**src/rtl/irq_gen.sv**
```systemverilog
`default_nettype none
// +--------------------------------------------------------------------------+
// | irq_gen : coalesces data-path events into legacy PCIe interrupts         |
// | Rev 1.0                                                                  |
// +--------------------------------------------------------------------------+
module irq_gen #(
  parameter int TIMER_W = 16,
  parameter int MAX_EVT = 16
) (
  input  logic               clk,
  input  logic               rst_n,
  input  logic               evt,
  input  logic               irq_en,
  input  logic [TIMER_W-1:0] coalesce_timeout,
  output logic               irq_reqep,
  input  logic               irq_trn,
  output logic               irq_drvn,
  output logic               cfg_interrupt_n,
  input  logic               cfg_interrupt_rdy_n,
  output logic [31:0]        irq_cnt
);

  localparam int c_CNT_W = $clog2(MAX_EVT + 1);
  localparam logic [c_CNT_W-1:0] c_MAX_CNT = c_CNT_W'(MAX_EVT);

  typedef enum logic [2:0] {
    S_IDLE  = 3'd0,
    S_ARMED = 3'd1,
    S_REQ   = 3'd2,
    S_ISSUE = 3'd3,
    S_DONE  = 3'd4
  } state_t;

  state_t               r_state;
  logic [c_CNT_W-1:0]   r_evt_cnt;
  logic [TIMER_W-1:0]   r_timer;
  logic [TIMER_W-1:0]   r_timeout;
  logic                 r_reqep;
  logic                 r_drvn;
  logic                 r_int_n;
  logic [31:0]          r_irq_cnt;

  logic                 w_evt_ok;
  logic [c_CNT_W-1:0]   w_cnt_next;

  assign w_evt_ok   = evt & irq_en;
  assign w_cnt_next = (w_evt_ok && (r_evt_cnt < c_MAX_CNT)) ? r_evt_cnt + c_CNT_W'(1) : r_evt_cnt;

  always_ff @(posedge clk) begin
    if (!rst_n) begin
      r_state   <= S_IDLE;
      r_evt_cnt <= '0;
      r_timer   <= '0;
      r_timeout <= '0;
      r_reqep   <= 1'b0;
      r_drvn    <= 1'b0;
      r_int_n   <= 1'b1;
      r_irq_cnt <= '0;
    end else begin
      r_evt_cnt <= w_cnt_next;
      case (r_state)
        S_IDLE: begin
          if (w_evt_ok) begin
            r_state   <= S_ARMED;
            r_timer   <= '0;
            r_timeout <= coalesce_timeout;
          end
        end
        S_ARMED: begin
          if (!irq_en) begin
            r_state   <= S_IDLE;
            r_evt_cnt <= '0;
          end else if ((r_timer == r_timeout) || (r_evt_cnt >= c_MAX_CNT)) begin
            r_state <= S_REQ;
            r_reqep <= 1'b1;
          end else if (!(&r_timer)) begin
            r_timer <= r_timer + TIMER_W'(1);
          end
        end
        S_REQ: begin
          // A grant outranks a simultaneous disable: the arbiter already handed us the endpoint.
          if (irq_trn) begin
            r_state   <= S_ISSUE;
            r_reqep   <= 1'b0;
            r_drvn    <= 1'b1;
            r_int_n   <= 1'b0;
            r_evt_cnt <= w_evt_ok ? c_CNT_W'(1) : '0;
          end else if (!irq_en) begin
            r_state   <= S_IDLE;
            r_reqep   <= 1'b0;
            r_evt_cnt <= '0;
          end
        end
        S_ISSUE: begin
          if (!cfg_interrupt_rdy_n) begin
            r_state   <= S_DONE;
            r_int_n   <= 1'b1;
            r_irq_cnt <= r_irq_cnt + 32'd1;
          end
        end
        S_DONE: begin
          r_drvn <= 1'b0;
          if ((w_cnt_next != '0) && irq_en) begin
            r_state   <= S_ARMED;
            r_timer   <= '0;
            r_timeout <= coalesce_timeout;
          end else begin
            r_state   <= S_IDLE;
            r_evt_cnt <= '0;
          end
        end
        default: r_state <= S_IDLE;
      endcase
    end
  end

  assign irq_reqep       = r_reqep;
  assign irq_drvn        = r_drvn;
  assign cfg_interrupt_n = r_int_n;
  assign irq_cnt         = r_irq_cnt;

endmodule
`default_nettype wire
```
**config.mk**
```make
export PLATFORM = sky130hd
export DESIGN_NAME = irq_gen
export DESIGN_NICKNAME = d
export VERILOG_FILES = /design/src/rtl/irq_gen.sv
export SDC_FILE = /design/constraint.sdc
export NUM_CORES = 1
export LEC_CHECK = 0
export CORE_MARGIN = 2
export CORE_UTILIZATION = 23
export CTS_CLUSTER_SIZE = 8
export DETAILED_ROUTE_END_ITERATION = 10
export HOLD_SLACK_MARGIN = 0.15
export PLACE_DENSITY_LB_ADDON = 0.12
export SYNTH_ARGS = -nofsm -noshare
export SYNTH_HDL_FRONTEND = slang
export SYNTH_SLANG_ARGS = --single-unit
export TNS_END_PERCENT = 1
```
**constraint.sdc**
```tcl
create_clock -name clk -period 2.67 [get_ports clk]
set_input_delay 0.4005 -clock clk [delete_from_list [all_inputs] [get_ports clk]]
set_output_delay 0.4005 -clock clk [all_outputs]
set_load 0.05 [all_outputs]
```
==> flow_metrics.env <==
export IMPL_p_comb_share_pct=23.7
export IMPL_whs_ps=367
export IMPL_syn_area_um2=4000
export IMPL_syn_to_final_growth_pct=26.4
export IMPL_netlist_instances=453
export IMPL_grt_max_degree=33
export IMPL_insertedDiodeCount=0
export IMPL_clk_pin_slew_worst_paths_ps=60
export IMPL_place_worst_setup_slack_ps=151
export IMPL_cts_tree="built"
export IMPL_synthTopCellsByCount="75 x dfxtp_1, 44 x nor2_1, 38 x nand2_1"
export IMPL_ir_drop_mv=0.341
export IMPL_yosysWarnings=0
export IMPL_ios=57
export IMPL_ys_seq_elements=75
export IMPL_fin_setup_tns_ps=0
export IMPL_placed_area_um2=4750
export IMPL_drv_cap=0
export IMPL_postLayoutSetupSlackWorst_ps=475
export IMPL_synth_top_cell_by_area="dfxtp_1"
export IMPL_ctsHoldBuffers=0
export IMPL_drtPass1Iterations=4
export IMPL_max_clock_path_buffers=2
export IMPL_min_path_type="input pin to flop"
export IMPL_vias=3420
export IMPL_status="finished clean"
export IMPL_p_leak_nw=1.71
export IMPL_core_area_um2=17200
export IMPL_tightest_slew_ps=508
export IMPL_fin_nets=529
export IMPL_final_setup_viol_count=0
export IMPL_hold_viol=0
export IMPL_clkPwrFrac_pct=38.3
export IMPL_rr_endpoint="r_timer[6]$_SDFFE_PN0P_"
export IMPL_grt_pass1_vias=3373
export IMPL_startpoint_type="flop"
export IMPL_ys_seq_area_share_pct=37.5
export IMPL_cts_buffers=9
export IMPL_synth_edf_count=0
export IMPL_worstPathMaxFanout=18
export IMPL_track_usage_pct=12.1
export IMPL_max_slew_margin_pct=66.0
export IMPL_grt_antenna_before_repair=0
export IMPL_finalMaxSlewViolations=0
export IMPL_intPower_mw=2.26
export IMPL_drt_total_wl_um=10400
export IMPL_total_power_mw=3.28
export IMPL_r2r_cells=7
export IMPL_clk_latency_ps=340
export IMPL_final_area_um2=5060
export IMPL_cts_sinks=75
export IMPL_drive_gt1_share_pct=11.0
export IMPL_min_delay_start="rst_n"
export IMPL_yosysMostFrequentCell="dfxtp_1"
export IMPL_place_gp_congestion=0.732
export IMPL_hold_depth=2
export IMPL_root_buffer="clkbuf_16"
export IMPL_die_h_um=136
export IMPL_hold_path_end="cfg_interrupt_n$_SDFFE_PN1P_"
export IMPL_synth_cell_types=68
export IMPL_fp_dieArea_um2=18500
export IMPL_critical_path_class="flop to flop"
export IMPL_timing_rr_start="r_evt_cnt[1]$_SDFF_PN0_"
export IMPL_ys_flop_type="dfxtp_1"
export IMPL_grt_pass1_wl_um=17400
export IMPL_grt_ovfl_total=0
export IMPL_synth_top_cells_by_area="dfxtp_1 38%, xnor2_1 5.9%, nor2_1 4.1%, nand3_1 4.0%, xor2_1 3.7%"
export IMPL_switching_share_pct=31.0
export IMPL_die_x_um=136
export IMPL_syn_nets=478
export IMPL_portBuffers=56
export IMPL_remaining_drc_errors=0
export IMPL_switching_power_mw=1.02
export IMPL_r2r_setup_slack_ps=480
export IMPL_num_rows=48
export IMPL_synth_top_area_share_pct=37.5
export IMPL_vias_per_cell=4.66
export IMPL_finClkSkew_ps=7.45
export IMPL_async_reset_ff_share_pct=0
export IMPL_place_hpwl_um=7360
export IMPL_critPathCaptureType="flop"
export IMPL_initial_utilization_pct=23.3
export IMPL_max_freq_mhz=456
export IMPL_routedWlPerCell_um=14.2
export IMPL_required_ps=2880
export IMPL_cts_resized=0
export IMPL_avgSynthCellArea_um2=8.83
export IMPL_drtIter0Drc=160
export IMPL_pwr_share_seq_pct=38.0
export IMPL_cts_setup_buffers=0
export IMPL_arrival_ps=2410
export IMPL_rsz0062_at_grt="false"
export IMPL_antenna_left=0
export IMPL_cts_max_level=3
export IMPL_final_min_clock_period_ps=2190
export IMPL_power_density_nw_per_um2=649
export IMPL_finalCritPeriodShare_pct=82.2
## cell type report
class                           instances  area [µm²]
Clock buffer                           11         243
Clock inverter                          5        60.1
Fill cell                            1876       12100
Inverter                                9        33.8
Multi-Input combinational cell        339        2260
Sequential cell                        75        1500
Tap cell                              225         282
Timing Repair Buffer                   70         673
## cell usage in the layout, fill, tap and decap left out, drive strengths merged, types with 2 or more instances in the layout
cell / count
dfxtp: 75
clkdlybuf4s50: 55
nor2: 44
nand2: 39
o21ai: 36
nand3: 33
xnor2: 27
xor2: 17
buf: 15
nand4: 15
a21oi: 14
inv: 11
clkbuf: 11
o311ai: 11
and4: 10
or3: 9
and3: 7
and2: 7
o41ai: 6
nand3b: 5
nand2b: 5
a31oi: 4
a211oi: 4
nor4: 4
o22ai: 3
o31ai: 3
mux2i: 3
ha: 3
nor3: 3
o211ai: 3
nand4b: 2
nor3b: 2
and4bb: 2
nor2b: 2
o21a: 2
## sequential cells by signal (all words and copies together), names as in the netlist
name,flops
cfg_interrupt_n,1
irq_cnt,32
irq_drvn,1
irq_reqep,1
r_evt_cnt,5
r_state,3
r_timeout,16
r_timer,16
## worst max-delay path by stage
stage / from / to / slack, ps / cells after the start
6_report: r_evt_cnt[1]$_SDFF_PN0_ / r_timer[6]$_SDFFE_PN0P_ / 480 / 7
5_1_grt: r_evt_cnt[1]$_SDFF_PN0_ / r_timer[4]$_SDFFE_PN0P_ / 210 / 7
4_1_cts: r_evt_cnt[1]$_SDFF_PN0_ / r_timer[6]$_SDFFE_PN0P_ / 460 / 7
3_5_place_dp: cfg_interrupt_rdy_n / irq_cnt[29]$_SDFFE_PN0P_ / 150 / 7
3_3_place_gp: cfg_interrupt_rdy_n / irq_cnt[29]$_SDFFE_PN0P_ / 180 / 7
2_1_floorplan: irq_cnt[13]$_SDFFE_PN0P_ / irq_cnt[22]$_SDFFE_PN0P_ / 540 / 6
## power groups by stage
stage | Sequential, mW | Combinational (mW) | Clock [mW]
detailed placement | 1.27 | 0.787 | 0
global route | 1.26 | 0.877 | 1.35
finish | 1.25 | 0.778 | 1.26
floorplan | 1.30 | 0.547 | 0
global placement | 1.27 | 0.787 | 0
CTS | 1.25 | 0.790 | 1.31
## per-layer routing
layer	global-route usage [%]	part of all wire, %
met3	3.17	3.5
met1	14.7	47
met4	4.11	1.1
met5	0	0
met2	20.6	48
## cell families (layout without fill, tap and decap cells)
group	after synthesis	in the layout	synth area share, %
DFF	75	75	37.5
muxes	4	4	1.13
AOI/OAI and AO/OA	94	94	16.3
adders and majority gates	3	3	0.938
xor gates and xnor gates	44	44	9.63
and+or+nand+nor	194	194	28.6
buffers and inverters	39	95	5.91
## worst max-delay path: stages, from the launching register on
cell	delay, ps
dfxtp_1	440
ha_1	220
and3_1	200
mux2_4	320
o211ai_2	100
nand2_2	270
o311ai_1	390
o41ai_2	120
## stage by stage
| stage | utilization, % | cells |
|---|---|---|
| 6_report | 29.4 | 734 |
| 5_1_grt | 29.4 | 734 |
| 4_1_cts | 29.4 | 734 |
| 3_5_place_dp | 27.7 | 718 |
| 3_3_place_gp | 27.7 | 718 |
| 2_1_floorplan | - | 453 |
No activity file was read; power rests on OpenSTA's default activity.
